$ cat config.mk
export PLATFORM = sky130hd
export DESIGN_NAME = rle_decoder_flat
export DESIGN_NICKNAME = d
export VERILOG_FILES = /design/src/rtl/rle_pkg.sv /design/src/rtl/rle_decoder_if.sv /design/src/rtl/rle_word_unpack.sv /design/src/rtl/rle_decoder.sv /design/src/flat_wrapper.sv
export SDC_FILE = /design/constraint.sdc
export NUM_CORES = 1
export LEC_CHECK = 0
export CORE_MARGIN = 4
export CORE_UTILIZATION = 35
export CTS_CLUSTER_DIAMETER = 60
export CTS_CLUSTER_SIZE = 24
export DETAILED_ROUTE_END_ITERATION = 10
export PLACE_DENSITY_LB_ADDON = 0.15
export SLEW_MARGIN = 30
export SYNTH_ARGS = -nofsm -noshare
export SYNTH_HDL_FRONTEND = slang
export SYNTH_SLANG_ARGS = --single-unit
$ cat constraint.sdc
create_clock -name clk -period 1.6 [get_ports clk]
set_input_delay 0.32 -clock clk [delete_from_list [all_inputs] [get_ports clk]]
set_output_delay 0.32 -clock clk [all_outputs]
set_load 0.02 [all_outputs]
$ cat src/rtl/rle_pkg.sv
// Shared word format and FSM encoding for the RLE compressor/decoder pair.
// A run word carries the data byte in [7:0] and the run count in [15:8].
package rle_pkg;

  localparam int DATA_W    = 8;
  localparam int COUNT_W   = 8;
  localparam int ADDR_W    = 10;
  localparam int WORD_W    = 32;
  localparam int DATA_LSB  = 0;
  localparam int COUNT_LSB = 8;
  localparam int WCNT_W    = ADDR_W + 1;
  localparam int CSUM_W    = 16;

  typedef enum logic [2:0] {
    ST_IDLE   = 3'd0,
    ST_FETCH  = 3'd1,
    ST_WAIT   = 3'd2,
    ST_EXPAND = 3'd3,
    ST_DONE   = 3'd4
  } rle_dec_state_e;

endpackage

$ cat src/rtl/rle_decoder_if.sv
// Byte-stream valid/ready channel between the RLE decoder and a byte consumer.
// The decoder drives through the master modport; the consumer uses slave.
interface rle_decoder_if;
  import rle_pkg::*;

  logic [DATA_W-1:0] out_data;
  logic              out_valid;
  logic              out_ready;

  modport master (output out_data, output out_valid, input out_ready);
  modport slave  (input out_data, input out_valid, output out_ready);

endinterface

$ cat src/rtl/rle_word_unpack.sv
// Combinational split of a compressed run word into data byte, run count
// and an empty-run flag. Bits above the count field are reserved.
module rle_word_unpack
  import rle_pkg::*;
(
  input  logic [WORD_W-1:0]  word_i,
  output logic [DATA_W-1:0]  data_o,
  output logic [COUNT_W-1:0] count_o,
  output logic               is_empty_o
);

  logic unused_hi_s;

  assign data_o      = word_i[DATA_LSB +: DATA_W];
  assign count_o     = word_i[COUNT_LSB +: COUNT_W];
  assign is_empty_o  = (count_o == {COUNT_W{1'b0}});
  assign unused_hi_s = ^word_i[WORD_W-1:COUNT_LSB+COUNT_W];

endmodule

$ cat src/rtl/rle_decoder.sv
// RLE decoder: fetches run words from a 1-cycle synchronous RAM and expands
// each into a valid/ready byte stream. Optional RLE_DEC_CHECKSUM_EN adds a checksum port.
module rle_decoder
  import rle_pkg::*;
(
  input  logic               clk,
  input  logic               reset_n,
  input  logic               start,
  input  logic [ADDR_W-1:0]  start_addr,
  input  logic [WCNT_W-1:0]  num_words,
  output logic               busy,
  output logic               done,
  output logic [ADDR_W-1:0]  mem_addr,
  input  logic [WORD_W-1:0]  mem_q,
`ifdef RLE_DEC_CHECKSUM_EN
  output logic [CSUM_W-1:0]  checksum,
`endif
  rle_decoder_if.master      out_if
);

  rle_dec_state_e     state_q, state_d;
  logic [ADDR_W-1:0]  mem_addr_q, mem_addr_d;
  logic [WCNT_W-1:0]  words_left_q, words_left_d;
  logic [COUNT_W-1:0] run_left_q, run_left_d;
  logic [DATA_W-1:0]  data_q, data_d;
  logic               busy_q, busy_d;
  logic               done_q, done_d;
  logic               valid_q, valid_d;

  logic [DATA_W-1:0]  word_data_s;
  logic [COUNT_W-1:0] word_count_s;
  logic               word_empty_s;
  logic               xfer_s;

  rle_word_unpack u_unpack (
    .word_i     (mem_q),
    .data_o     (word_data_s),
    .count_o    (word_count_s),
    .is_empty_o (word_empty_s)
  );

  assign xfer_s = valid_q & out_if.out_ready;

  // State register
  always_ff @(posedge clk or negedge reset_n) begin
    if (!reset_n) begin
      state_q <= ST_IDLE;
    end else begin
      state_q <= state_d;
    end
  end

  // Datapath and registered outputs
  always_ff @(posedge clk or negedge reset_n) begin
    if (!reset_n) begin
      mem_addr_q   <= {ADDR_W{1'b0}};
      words_left_q <= {WCNT_W{1'b0}};
      run_left_q   <= {COUNT_W{1'b0}};
      data_q       <= {DATA_W{1'b0}};
      busy_q       <= 1'b0;
      done_q       <= 1'b0;
      valid_q      <= 1'b0;
    end else begin
      mem_addr_q   <= mem_addr_d;
      words_left_q <= words_left_d;
      run_left_q   <= run_left_d;
      data_q       <= data_d;
      busy_q       <= busy_d;
      done_q       <= done_d;
      valid_q      <= valid_d;
    end
  end

  // Next-state and datapath update
  always_comb begin
    state_d      = state_q;
    mem_addr_d   = mem_addr_q;
    words_left_d = words_left_q;
    run_left_d   = run_left_q;
    data_d       = data_q;
    case (state_q)
      ST_IDLE: begin
        if (start) begin
          mem_addr_d   = start_addr;
          words_left_d = num_words;
          if (num_words == {WCNT_W{1'b0}}) begin
            state_d = ST_DONE;
          end else begin
            state_d = ST_FETCH;
          end
        end else begin
          state_d = ST_IDLE;
        end
      end
      ST_FETCH: begin
        state_d = ST_WAIT;
      end
      ST_WAIT: begin
        // words_left_q is at least 1 here, so the decrement cannot underflow
        data_d       = word_data_s;
        run_left_d   = word_count_s;
        words_left_d = words_left_q - 11'd1;
        mem_addr_d   = mem_addr_q + 10'd1;
        if (word_empty_s) begin
          if (words_left_q != 11'd1) begin
            state_d = ST_FETCH;
          end else begin
            state_d = ST_DONE;
          end
        end else begin
          state_d = ST_EXPAND;
        end
      end
      ST_EXPAND: begin
        if (xfer_s) begin
          run_left_d = run_left_q - 8'd1;
          if (run_left_q == 8'd1) begin
            if (words_left_q != 11'd0) begin
              state_d = ST_FETCH;
            end else begin
              state_d = ST_DONE;
            end
          end else begin
            state_d = ST_EXPAND;
          end
        end else begin
          state_d = ST_EXPAND;
        end
      end
      ST_DONE: begin
        state_d = ST_IDLE;
      end
      default: begin
        state_d = ST_IDLE;
      end
    endcase
  end

  // Output decode from the upcoming state so outputs leave a register
  always_comb begin
    busy_d  = (state_d != ST_IDLE);
    done_d  = (state_d == ST_DONE);
    valid_d = (state_d == ST_EXPAND);
  end

  assign busy             = busy_q;
  assign done             = done_q;
  assign mem_addr         = mem_addr_q;
  assign out_if.out_valid = valid_q;
  assign out_if.out_data  = data_q;

`ifdef RLE_DEC_CHECKSUM_EN
  logic [CSUM_W-1:0] csum_q, csum_d;

  // Checksum of transferred bytes, cleared by an accepted start
  always_comb begin
    if ((state_q == ST_IDLE) && start) begin
      csum_d = {CSUM_W{1'b0}};
    end else if (xfer_s) begin
      csum_d = csum_q + {8'h00, data_q};
    end else begin
      csum_d = csum_q;
    end
  end

  // Checksum register
  always_ff @(posedge clk or negedge reset_n) begin
    if (!reset_n) begin
      csum_q <= {CSUM_W{1'b0}};
    end else begin
      csum_q <= csum_d;
    end
  end

  assign checksum = csum_q;
`endif

endmodule
$ cat src/flat_wrapper.sv
// flat-port wrapper written by rule: the top's interface ports become plain ports
module rle_decoder_flat import rle_pkg::*;
  (clk, reset_n, start, start_addr, num_words, busy, done, mem_addr, mem_q, out_if_out_data, out_if_out_valid, out_if_out_ready);
  rle_decoder_if out_if_i ();
  input  logic clk;
  input  logic reset_n;
  input  logic start;
  input  logic [ADDR_W-1:0] start_addr;
  input  logic [WCNT_W-1:0] num_words;
  output logic busy;
  output logic done;
  output logic [ADDR_W-1:0] mem_addr;
  input  logic [WORD_W-1:0] mem_q;
  output wire logic [$bits(out_if_i.out_data)-1:0] out_if_out_data;
  output wire logic [$bits(out_if_i.out_valid)-1:0] out_if_out_valid;
  input wire logic [$bits(out_if_i.out_ready)-1:0] out_if_out_ready;
  assign out_if_out_data = out_if_i.out_data;
  assign out_if_out_valid = out_if_i.out_valid;
  assign out_if_i.out_ready = out_if_out_ready;
  rle_decoder u_core (.clk(clk), .reset_n(reset_n), .start(start), .start_addr(start_addr), .num_words(num_words), .busy(busy), .done(done), .mem_addr(mem_addr), .mem_q(mem_q), .out_if(out_if_i));
endmodule
==> impl_results.md, run 1 <==
- Status: finished with violations
- Failing checks: negative setup slack
- Hold_ws: about 0.47 ns
- Layout area overhead: 67.07%
- CTS tree: done
- Setup crit start kind: input pin
- Vias per inst: around 5.4
- VDD IR max: between 0.8 and 0.9 mV
- Via Count: 2569
- Hold WC Path Type: flop to flop
- Crit Path Max Fanout: 3
- Antenna Cells: 0
- Critical path origin: mem_q[9]
- Layout Utilization: 0.6114
- Nets: 459
- Adder-Cell Fraction of Synth Area: 0.03176
- Cells along the critical path: clkdlybuf4s50_1 -> or4_4 -> nor2_4 -> a31oi_1 -> a21oi_2 -> nand4bb_1
- Period minus WS final: 1.738 ns
- Clock-pin slew on the worst setup and hold paths: about 0.080 ns
- Synth Area in Simple Gates: 0.2594
- Synth Register Bits: 43
- Distinct cells, synth: 50
- Reg2reg setup slack: -0.13 ns
- Die Width: 90.18 µm
- Mapped Area: between 2000 and 2500 µm²
- Syn nets: between 300 and 400
- Root Buffer: clkbuf_8
- Max Buffers Root-to-Sink: 2
- Leading area contributor after synthesis: dfrtp_1
- GRT Total Usage: 0.1740
- Hpwl dp: 5255 µm
- H-tree Lvls: 2
- Post-synthesis compound-gate area fraction: 0.2096
- CP endpoint kind: flop
- Top post-synthesis cells by area: dfrtp_1 46%, nand2_1 8.3%, nor2_1 4.1%
- Die ar.: 8132 µm²
- Mux share of post-synthesis cell area: 0
- RSZ-0062 raised after global routing: yes
- Cell family with most CP delay: simple AND/OR/NAND/NOR gates
- First-pass GRT wire length: 11670 µm
- Tcrit/Tclk final: 1.086
- Setup Total Neg Slack: -0.8123 ns
- PortBufs: 61
- Final setup vio count: 13
- TritonCTS buffer count: 5
- Global Route met2 Usage: 0.2918
- GPL Wtd Cong: 0.8810
- Pwr/cell area: between 1500 and 2000 nW/µm²
- Fin. max-slew vios: 0
- Slowest cell on crit path: or4_4
- Max_cap viols: 0
- I/O pin count: between 70 and 80
- Die outline height: ~90 µm
- Cells after Synth: approximately 270
- M1 GR Usage: 0.2233
- Initial Utilization: 0.3659
- Tightest Pin Transition: between 0.3 and 0.4 ns
- Clk sink count: between 40 and 50
- Largest net degree at the start of global routing: 44
- WL final: about 7600 µm
- GR peak layer: met2
- Worst Skew: between 0.007 and 0.008 ns
- Post-route ant nets: 0
- Worst setup margin: -0.1383 ns
- Critical Path RT: between 1.5 and 2 ns
- Synth warnings: 0
- Final hold vios: 0
- Core area: 6459 µm²
- Drt first pass iters: 4
- FP Rows: 29
- # DRC: 0
- Register area share after synthesis: 0.4553
- Leakage: roughly 1.8 nW
- CP peak stage delay: approximately 0.57 ns
- Vias in the first global route: approximately 2500
- DP Worst Slack: -0.5049 ns
- Initial DRC Count: 79
- Max Fclk: roughly 0.58 GHz
- Antenna violations before repair: 0
- Top-area cell type share of the netlist area: 0.4553
- Worst Setup Path Type: input pin to flop
- Mean Syn Cell Area: 8.919 µm²
- GR met3 Demand/Resource: 0.03673
- Relative slew slack: 0.7899
- Clock Latency Late Sink: 0.30 ns
- Critical path arrival: 1.91 ns
- Total congestion overflow: 0
- Largest family of logic cells by synthesized area: simple AND/OR/NAND/NOR gates
- Xor/xnor share of the synthesized area: 0
- Crit path buffers/inverters: 1
- Share of layout cells above drive strength 1: 0.3350
- WL/cell: 16.04 µm
- HP Start: u_core.out_if.out_data[7]
- Overall power: around 7 mW
- Worst R2R Start: u_core.words_left_q[5]
## synth_stat cells (all sizes together)
cell	instances
inv	11
and3b	1
or3	4
a41oi	2
nor3b	1
nor2	26
buf	9
ha	6
nand4bb	1
a31oi	5
a31o	1
a211o	1
o21bai	1
o22a	2
o21ba	1
or2	1
o2bb2ai	1
nand2	53
clkbuf	3
or3b	1
o221a	1
nor4b	2
o22ai	4
o221ai	1
nand4	3
nor3	9
or4b	1
o31ai	1
a221o	5
a21oi	14
a22oi	2
dfrtp	43
a311oi	3
nand3	8
o311ai	2
o211ai	4
or4	4
o21ai	20
a211oi	1
nor4	6
## power by group
part	internal (mW)	leakage [nW]	total, mW	switching, mW
sequential	1.58	0.508	1.97	0.395
combinational	2.08	1.19	4.30	2.22
clock	0.514	0.0618	0.903	0.389
total	4.17	1.76	7.18	3.00
## worst paths after layout
kind / end / depth (start not counted)
worst max-delay path: u_core.busy / 6
worst min-delay path: u_core.out_if.out_data[7] / 2
worst max register to register: u_core.busy / 5
worst min register to register: u_core.out_if.out_data[7] / 2
max in group asynchronous: u_core.state_q[2] / 3
min in group asynchronous: u_core.out_if.out_data[6] / 3
## worst register-to-register path, cell delays in order (launching register included)
cell and delay [ns]:
dfrtp_1 0.38, or4_4 0.57, nor4_4 0.22, a31oi_1 0.17
a21oi_2 0.17, nand4bb_1 0.11
## final cells by class
| class | count | area, µm² |
|---|---|---|
| Multi-Input combinational cell | 199 | 1368 |
| Clock inverter | 2 | 38.79 |
| Fill cell | 576 | 2510 |
| Clock buffer | 6 | 82.58 |
| Sequential cell | 43 | 1077 |
| Inverter | 11 | 41.29 |
| Tap cell | 77 | 96.34 |
| Timing Repair Buffer | 136 | 1245 |
## registers in the layout, indices dropped and copies added (netlist names)
register	count
u_core.out_if.out_valid	1
u_core.busy	1
u_core.run_left_q	8
u_core.mem_addr	10
u_core.done	1
u_core.state_q	3
u_core.out_if.out_data	8
u_core.words_left_q	11
## through the flow
stage,instances,area [µm²]
floorplan,265,2377
global placement,450,3472
detailed placement,450,3472
CTS,462,3657
global route,474,3949
finish,474,3949
## timing repair
action,CTS,global route
pin swaps,4,21
gates cloned,0,2
hold buffers,1,0
resized for setup,32,50
hold endpoints to repair,40,0
setup endpoints to repair,48,25
buffers inserted,3,10
## routing by layer
metal | vias up | part of all wire | wire length, µm
li1 | 1229 | - | -
met1 | 1250 | 0.45 | 3396
met2 | 74 | 0.49 | 3710
met3 | 16 | 0.044 | 337
met4 | 0 | 0.021 | 158
met5 | - | 0 | 0
## layout by cell type, fill, tap and decap left out, drive strengths merged, types with 2 or more instances in the layout
cell type	Yosys	final
a21oi	14	14
ha	6	6
nor3	9	9
nor4b	2	2
dlygate4sd2	0	18
clkbuf	3	7
a221o	5	5
a311oi	3	3
o22a	2	2
nand2	53	53
nor2	26	26
nand4	3	3
or3	4	4
inv	11	12
o22ai	4	4
buf	9	74
nand3	8	8
o21ai	20	20
clkdlybuf4s50	0	40
o211ai	4	4
dlymetal6s2s	0	2
a22oi	2	2
or4	4	4
o311ai	2	2
dfrtp	43	43
a41oi	2	2
a31oi	5	5
nor4	6	6
## cells by family after synthesis
group                      after synthesis
DFF                                     43
buffers and inverters                   23
adders and majority gates                6
AOI/OAI and AO/OA                       72
and+or+nand+nor                        121
(Power assumes the default switching activity.)
==> inputs of run 2 (changes only) <==
--- a/config.mk
+++ b/config.mk
@@ -6,11 +6,12 @@
 export NUM_CORES = 1
 export LEC_CHECK = 0
 export CORE_MARGIN = 4
-export CORE_UTILIZATION = 35
+export CORE_UTILIZATION = 42
 export CTS_CLUSTER_DIAMETER = 60
 export CTS_CLUSTER_SIZE = 24
 export DETAILED_ROUTE_END_ITERATION = 10
 export PLACE_DENSITY_LB_ADDON = 0.15
+export RECOVER_POWER = 25
 export SLEW_MARGIN = 30
 export SYNTH_ARGS = -nofsm -noshare
 export SYNTH_HDL_FRONTEND = slang
==> impl_results.md, run 2 (synthesis results as in run 1) <==
- Root Buffer: clkbuf_8
- Worst Setup Path Type: flop to flop
- CTS tree: done
- Setup crit start kind: flop
- Most frequent cells in the layout: 65 x buf_4, 51 x nand2_1, 42 x dfrtp_1, 41 x clkdlybuf4s50_1, 23 x nor2_1
- Hold_ws: 0.3113 ns (-0.1602 ns)
- Leakage: 1.712 nW (-2.5%)
- Filler cells: 455 (-21%)
- PortBufs: 61 (unchanged)
- Final hold vios: 0 (unchanged)
- Fin. max-slew vios: 0 (unchanged)
- Max_cap viols: 0 (unchanged)
- Critical Path RT: 1.76 ns (about the same)
- Reg2reg setup slack: -0.16 ns (-0.03 ns)
- Worst R2R Start: u_core.words_left_q[4]
- Reg-to-Reg End: u_core.busy
- WL final: 6966 µm (-8.4%)
- Non-filler instance count after layout: 471 (-0.63%)
- Hpwl dp: 5028 µm (-4.3%)
- Share of layout cells above drive strength 1: 0.2882 (-0.04679)
- Max Fclk: 0.5676 GHz (-1.3%)
- WL/cell: 14.79 µm (-7.8%)
- Status: finished with violations
- Critical path origin: u_core.words_left_q[4]
- Vias per inst: 5.268 (-2.8%)
- Tightest Pin Transition: 0.5856 ns (+0.2733 ns)
- Nets: 461 (+0.44%)
- Largest net degree at the start of global routing: 43 (-2.3%)
- I/O pin count: 78 (unchanged)
- GRT Total Usage: 0.1975 (+0.02354)
- Total congestion overflow: 0 (unchanged)
- Worst Skew: 0.008971 ns (+0.001691 ns)
- Crit Path Max Fanout: 3 (unchanged)
- Max Buffers Root-to-Sink: 2 (unchanged)
- Max reg flops: 11 (unchanged)
- Initial Utilization: 0.4319 (+0.06593)
- Tcrit/Tclk final: 1.101 (+0.01465)
- Layout area overhead: 61.20%
- First-pass GRT wire length: 11250 µm (-3.6%)
- Initial DRC Count: 133 (+68%)
- TritonCTS buffer count: 5 (unchanged)
- Clock Latency Late Sink: 0.31 ns (about the same)
- DP Worst Slack: -0.4585 ns (+0.04639 ns)
- GPL Wtd Cong: 0.8418 (-4.4%)
- Reg2Reg Depth: 5 (unchanged)
- Pwr/cell area: 1799 nW/µm² (-1.1%)
- Placed insts: 453 (+0.67%)
- Core area: 5473 µm² (-15%)
- Layout Utilization: 0.6962 (+0.08477)
- Worst setup margin: -0.1617 ns (-0.02344 ns)
- Final setup vio count: 10 (-3)
- Drt first pass iters: 4 (unchanged)
- Die outline height: 83.02 µm (-7.9%)
- Hold WC Path Type: input pin to asynchronous set/reset pin
- Antenna violations before repair: 0 (unchanged)
- # DRC: 0 (unchanged)
- CP Capture Point: u_core.busy
- CP endpoint kind: flop
- H-tree Lvls: 2 (unchanged)
- Reg with most FFs: u_core.words_left_q
- Die ar.: 6891 µm² (-15%)
- Clock-pin slew on the worst setup and hold paths: 0.09 ns (about the same)
- Commonest non-fill, non-tap cell in the layout: buf_4
- FP Rows: 27 (-6.9%)
- Critical path arrival: 1.93 ns (+0.02 ns)
- VDD IR max: 0.9334 mV (+17%)
- Via Count: 2481 (-3.4%)
- Overall power: 6.853 mW (-4.5%)
- Failing checks: negative setup slack
- Vias in the first global route: 2442 (-1.3%)
- Clk sink count: 43 (unchanged)
- Period minus WS final: 1.762 ns (+0.02344 ns)
- Die Width: 83.02 µm (-7.9%)
- RSZ-0062 raised after global routing: yes
- Antenna Cells: 0 (unchanged)
- Relative slew slack: 0.6096 (-0.1802)
- Post-route ant nets: 0 (unchanged)
## run 2: cell types whose count changed in the layout (fill, tap and decap cells not counted), moves of 3 or more
cell,previous run,this run
o21ai_0,9,15
a21oi_1,8,13
a21oi_2,6,1
o21ai_1,8,3
buf_12,4,0
buf_4,61,65
nor2_1,19,23
nor2_2,6,2
nor3_1,5,8
## run 2: power by group
group | internal [mW] | total, mW | switching [mW]
clock | 0.473 | 0.881 | 0.408
sequential | 1.58 | 1.95 | 0.376
combinational | 1.98 | 4.02 | 2.04
total | 4.03 | 6.85 | 2.82
## run 2: how the worst min path moves through the flow
stage	end	slack, ns	cells past startpoint	startpoint
CTS	u_core.run_left_q[3]	0.31	2	reset_n
global placement	u_core.run_left_q[3]	0.10	1	reset_n
detailed placement	u_core.run_left_q[3]	0.10	1	reset_n
floorplan	u_core.busy	0.02	0	reset_n
finish	u_core.run_left_q[3]	0.31	2	reset_n
global route	u_core.run_left_q[3]	0.33	2	reset_n
## run 2: metal layers
metal  share of wire  global-route usage  vias up
met1            0.46              0.2681     1170
met3           0.045             0.03671       10
met5               0                   0        -
met2            0.48              0.3229       67
li1                -                   -     1234
met4           0.016             0.05498        0
## run 2: area by class of cell
class / count / area (µm²) / share of cell area
clock buffer: 5 / 68.82 / 0.01806
multi-input combinational: 199 / 1275 / 0.3346
timing repair buffer: 138 / 1210 / 0.3176
sequential: 43 / 1077 / 0.2828
clock inverter: 3 / 47.55 / 0.01248
tap: 72 / 90.09 / 0.02365
inverter: 11 / 41.29 / 0.01084
## run 2: through the flow
stage | TNS [ns] | instance area [µm²]
floorplan | -0.2117 | 2377
global placement | -7.630 | 3501
detailed placement | -8.403 | 3501
CTS | -0.5284 | 3674
global route | -1.922 | 3810
finish | -0.6067 | 3810
## run 2: repair_timing
item                                    in CTS  in global routing
endpoints found under the hold margin        1                  0
setup buffers                                1                  9
resized for setup                           32                 20
pin swaps                                    6                  3
endpoints found under the setup margin      41                 33
hold buffers                                 1                  0
## run 2: critical path, stage by stage (launching register included)
cell and delay, ns:
dfrtp_1 0.41, or4_4 0.54, nor4_4 0.23, a31oi_1 0.16, a21oi_2 0.15, nand4bb_1 0.13
==> inputs of run 3 (changes only) <==
--- a/config.mk
+++ b/config.mk
@@ -10,7 +10,7 @@
 export CTS_CLUSTER_DIAMETER = 60
 export CTS_CLUSTER_SIZE = 24
 export DETAILED_ROUTE_END_ITERATION = 10
-export PLACE_DENSITY_LB_ADDON = 0.15
+export PLACE_DENSITY = 0.77
 export RECOVER_POWER = 25
 export SLEW_MARGIN = 30
 export SYNTH_ARGS = -nofsm -noshare
==> impl_results.md, run 3 (synthesis results as in run 1) <==
- Antenna violations before repair: 0 (unchanged)
- Cells along the critical path: or4_4 -> nor4_4 -> a31oi_1 -> a21oi_2 -> nand4bb_1
- Failing checks: negative setup slack
- H-tree Lvls: 2 (unchanged)
- I/O pin count: 78 (unchanged)
- Critical path arrival: 1.89 ns (-0.04 ns)
- P_sw: 2.700 mW (-4.3%)
- Die outline height: 83.02 µm (unchanged)
- Layout Utilization: 0.6454 (-0.05075)
- Total congestion overflow: 0 (unchanged)
- Period minus WS final: 1.722 ns (-0.04011 ns)
- Max Buffers Root-to-Sink: 2 (unchanged)
- Drt first pass iters: 4 (unchanged)
- Cell family with most CP delay: simple AND/OR/NAND/NOR gates
- RSZ-0062 raised after global routing: yes
- Hold WC Path Type: flop to flop
- Max Fclk: 0.5808 GHz (+2.3%)
- Max reg flops: 11 (unchanged)
- Final hold vios: 0 (unchanged)
- Status: finished with violations
- Initial DRC Count: 273 (+110%)
- Vias in the first global route: 2511 (+2.8%)
- Relative slew slack: 0.6734 (+0.06378)
- Post-route ant nets: 0 (unchanged)
- Reg2reg setup slack: -0.12 ns (+0.04 ns)
- Worst setup margin: -0.1216 ns (+0.04011 ns)
- CP endpoint kind: flop
- WL/cell: 14.96 µm (+1.2%)
- Sequential fraction of design power: 0.309 (+0.024)
- # DRC: 0 (unchanged)
- Critical Path RT: 1.77 ns (about the same)
- Die ar.: 6891 µm² (unchanged)
- Nets: 440 (-4.6%)
- Final setup vio count: 17 (+7)
- TritonCTS buffer count: 5 (unchanged)
- Clock-pin slew on the worst setup and hold paths: 0.09 ns (about the same)
- Max_cap viols: 0 (unchanged)
- Root Buffer: clkbuf_8
- Antenna Cells: 0 (unchanged)
- First-pass GRT wire length: 11430 µm (+1.6%)
- Reg2Reg Depth: 5 (unchanged)
- Most frequent cells in the layout: 52 x nand2_1, 50 x buf_4, 42 x dfrtp_1, 41 x clkdlybuf4s50_1, 24 x nor2_1
- Net switching share of the total power: 0.4288 (+0.01699)
- Worst Skew: 0.005384 ns (-0.003587 ns)
- Worst R2R Start: u_core.words_left_q[5]
- Hpwl dp: 5009 µm (-0.38%)
- Layout area overhead: 49.44%
- Leakage: 1.577 nW (-7.9%)
- Via Count: 2437 (-1.8%)
- GPL Wtd Cong: 0.9365 (+11%)
- Worst Setup Path Type: flop to flop
- FP Rows: 27 (unchanged)
- Combinational power share: 0.579 (-0.007)
- Post-placement cell area: 3388 µm² (-3.2%)
- Critical path origin: u_core.words_left_q[5]
- CTS tree: done
- WP depth: 5 (unchanged)
- VDD IR max: 0.8513 mV (-8.8%)
- Reg with most FFs: u_core.words_left_q
- Setup crit start kind: flop
- Clock Latency Late Sink: 0.30 ns (about the same)
- Die Width: 83.02 µm (unchanged)
- Share of layout cells above drive strength 1: 0.2222 (-0.06600)
- Pwr/cell area: 1783 nW/µm² (-0.90%)
- GRT Total Usage: 0.2011 (+0.003603)
- Tcrit/Tclk final: 1.076 (-0.02507)
- PortBufs: 61 (unchanged)
- Reg-to-Reg End: u_core.busy
- Fin. max-slew vios: 0 (unchanged)
- Non-filler instance count after layout: 450 (-4.5%)
- Crit Path Max Fanout: 3 (unchanged)
- Design area: 3532 µm² (-7.3%)
- Initial Utilization: 0.4319 (unchanged)
- Tightest Pin Transition: 0.4899 ns (-0.09566 ns)
- Placed insts: 438 (-3.3%)
- CP peak stage delay: 0.56 ns (+0.02 ns)
- Largest net degree at the start of global routing: 20 (-53%)
- Vias per inst: 5.416 (+2.8%)
- Crit path buffers/inverters: 0 (unchanged)
- Core area: 5473 µm² (unchanged)
- Clock share of power: 0.112 (-0.017)
- Slowest cell on crit path: or4_4
- WL final: 6734 µm (-3.3%)
- Clk sink count: 43 (unchanged)
- CP Capture Point: u_core.busy
- Internal cell power: 3.596 mW (-11%)
- Commonest non-fill, non-tap cell in the layout: nand2_1
-- run 3: cell types whose count changed in the layout (fill, tap and decap cells not counted), sizes merged --
| cell | change |
|---|---|
| clkinvlp | +2 |
| dlymetal6s2s | +1 |
| inv | -1 |
| buf | -21 |
| bufinv | -1 |
| dlygate4sd2 | -1 |
-- run 3: through the flow --
stage / setup TNS (ns) / power, mW / hold slack (ns) / setup slack (ns)
floorplan: -0.2117 / 3.942 / 0.02441 / -0.04469
global placement: -8.158 / 5.497 / 0.2821 / -0.3947
detailed placement: -8.906 / 5.592 / 0.2895 / -0.4212
CTS: -0.5790 / 6.235 / 0.4837 / -0.08069
global route: -2.773 / 6.800 / 0.4942 / -0.1871
finish: -0.7847 / 6.296 / 0.4713 / -0.1216
-- run 3: worst min-delay path by stage --
stage | endpoint | cells past startpoint | startpoint
detailed placement | u_core.out_if.out_data[1] | 1 | reset_n
global placement | u_core.out_if.out_data[3] | 1 | reset_n
global route | u_core.out_if.out_data[2] | 2 | u_core.out_if.out_data[2]
CTS | u_core.out_if.out_data[2] | 2 | u_core.out_if.out_data[2]
finish | u_core.out_if.out_data[2] | 2 | u_core.out_if.out_data[2]
floorplan | u_core.busy | 0 | reset_n
-- run 3: layout make-up --
type	instances	area [µm²]
well taps	72	90.09
inverters	11	41.29
repair buffers	117	1021
fillers	464	1941
clock inverters	3	20.02
clock buffers	5	68.82
flip-flops and latches	43	1077
multi-input cells	199	1214
-- run 3: power by group through the flow --
stage,registers [mW],clock network [mW],logic (mW)
2_1_floorplan,2.26,0,1.69
3_3_place_gp,1.94,0,3.56
3_5_place_dp,1.95,0,3.64
4_1_cts,1.94,0.719,3.58
5_1_grt,2.00,0.773,4.03
6_report,1.95,0.703,3.65
-- run 3: worst register-to-register path, delay by kind of cell (launching register included) --
family,cells,cell delay [ns]
flip-flops,1,0.39
AO/OA/AOI/OAI,2,0.30
AND/OR/NAND/NOR,3,0.91
-- run 3: repair_timing --
| item | 4_1_cts | 5_1_grt |
|---|---|---|
| gates cloned | 0 | 1 |
| endpoints found under the setup margin | 37 | 41 |
| pin swaps | 5 | 1 |
| resized for setup | 19 | 12 |
| hold buffers | 1 | 0 |
| hold endpoints to repair | 17 | 0 |
| buffers inserted | 2 | 0 |
-- run 3: layer usage --
metal | GRT usage | part of all wire | vias to the layer above
met3 | 0.03968 | 0.051 | 10
met1 | 0.2620 | 0.44 | 1147
met4 | 0.06538 | 0.013 | 0
met5 | 0 | 0 | -
met2 | 0.3353 | 0.49 | 84
li1 | - | - | 1196
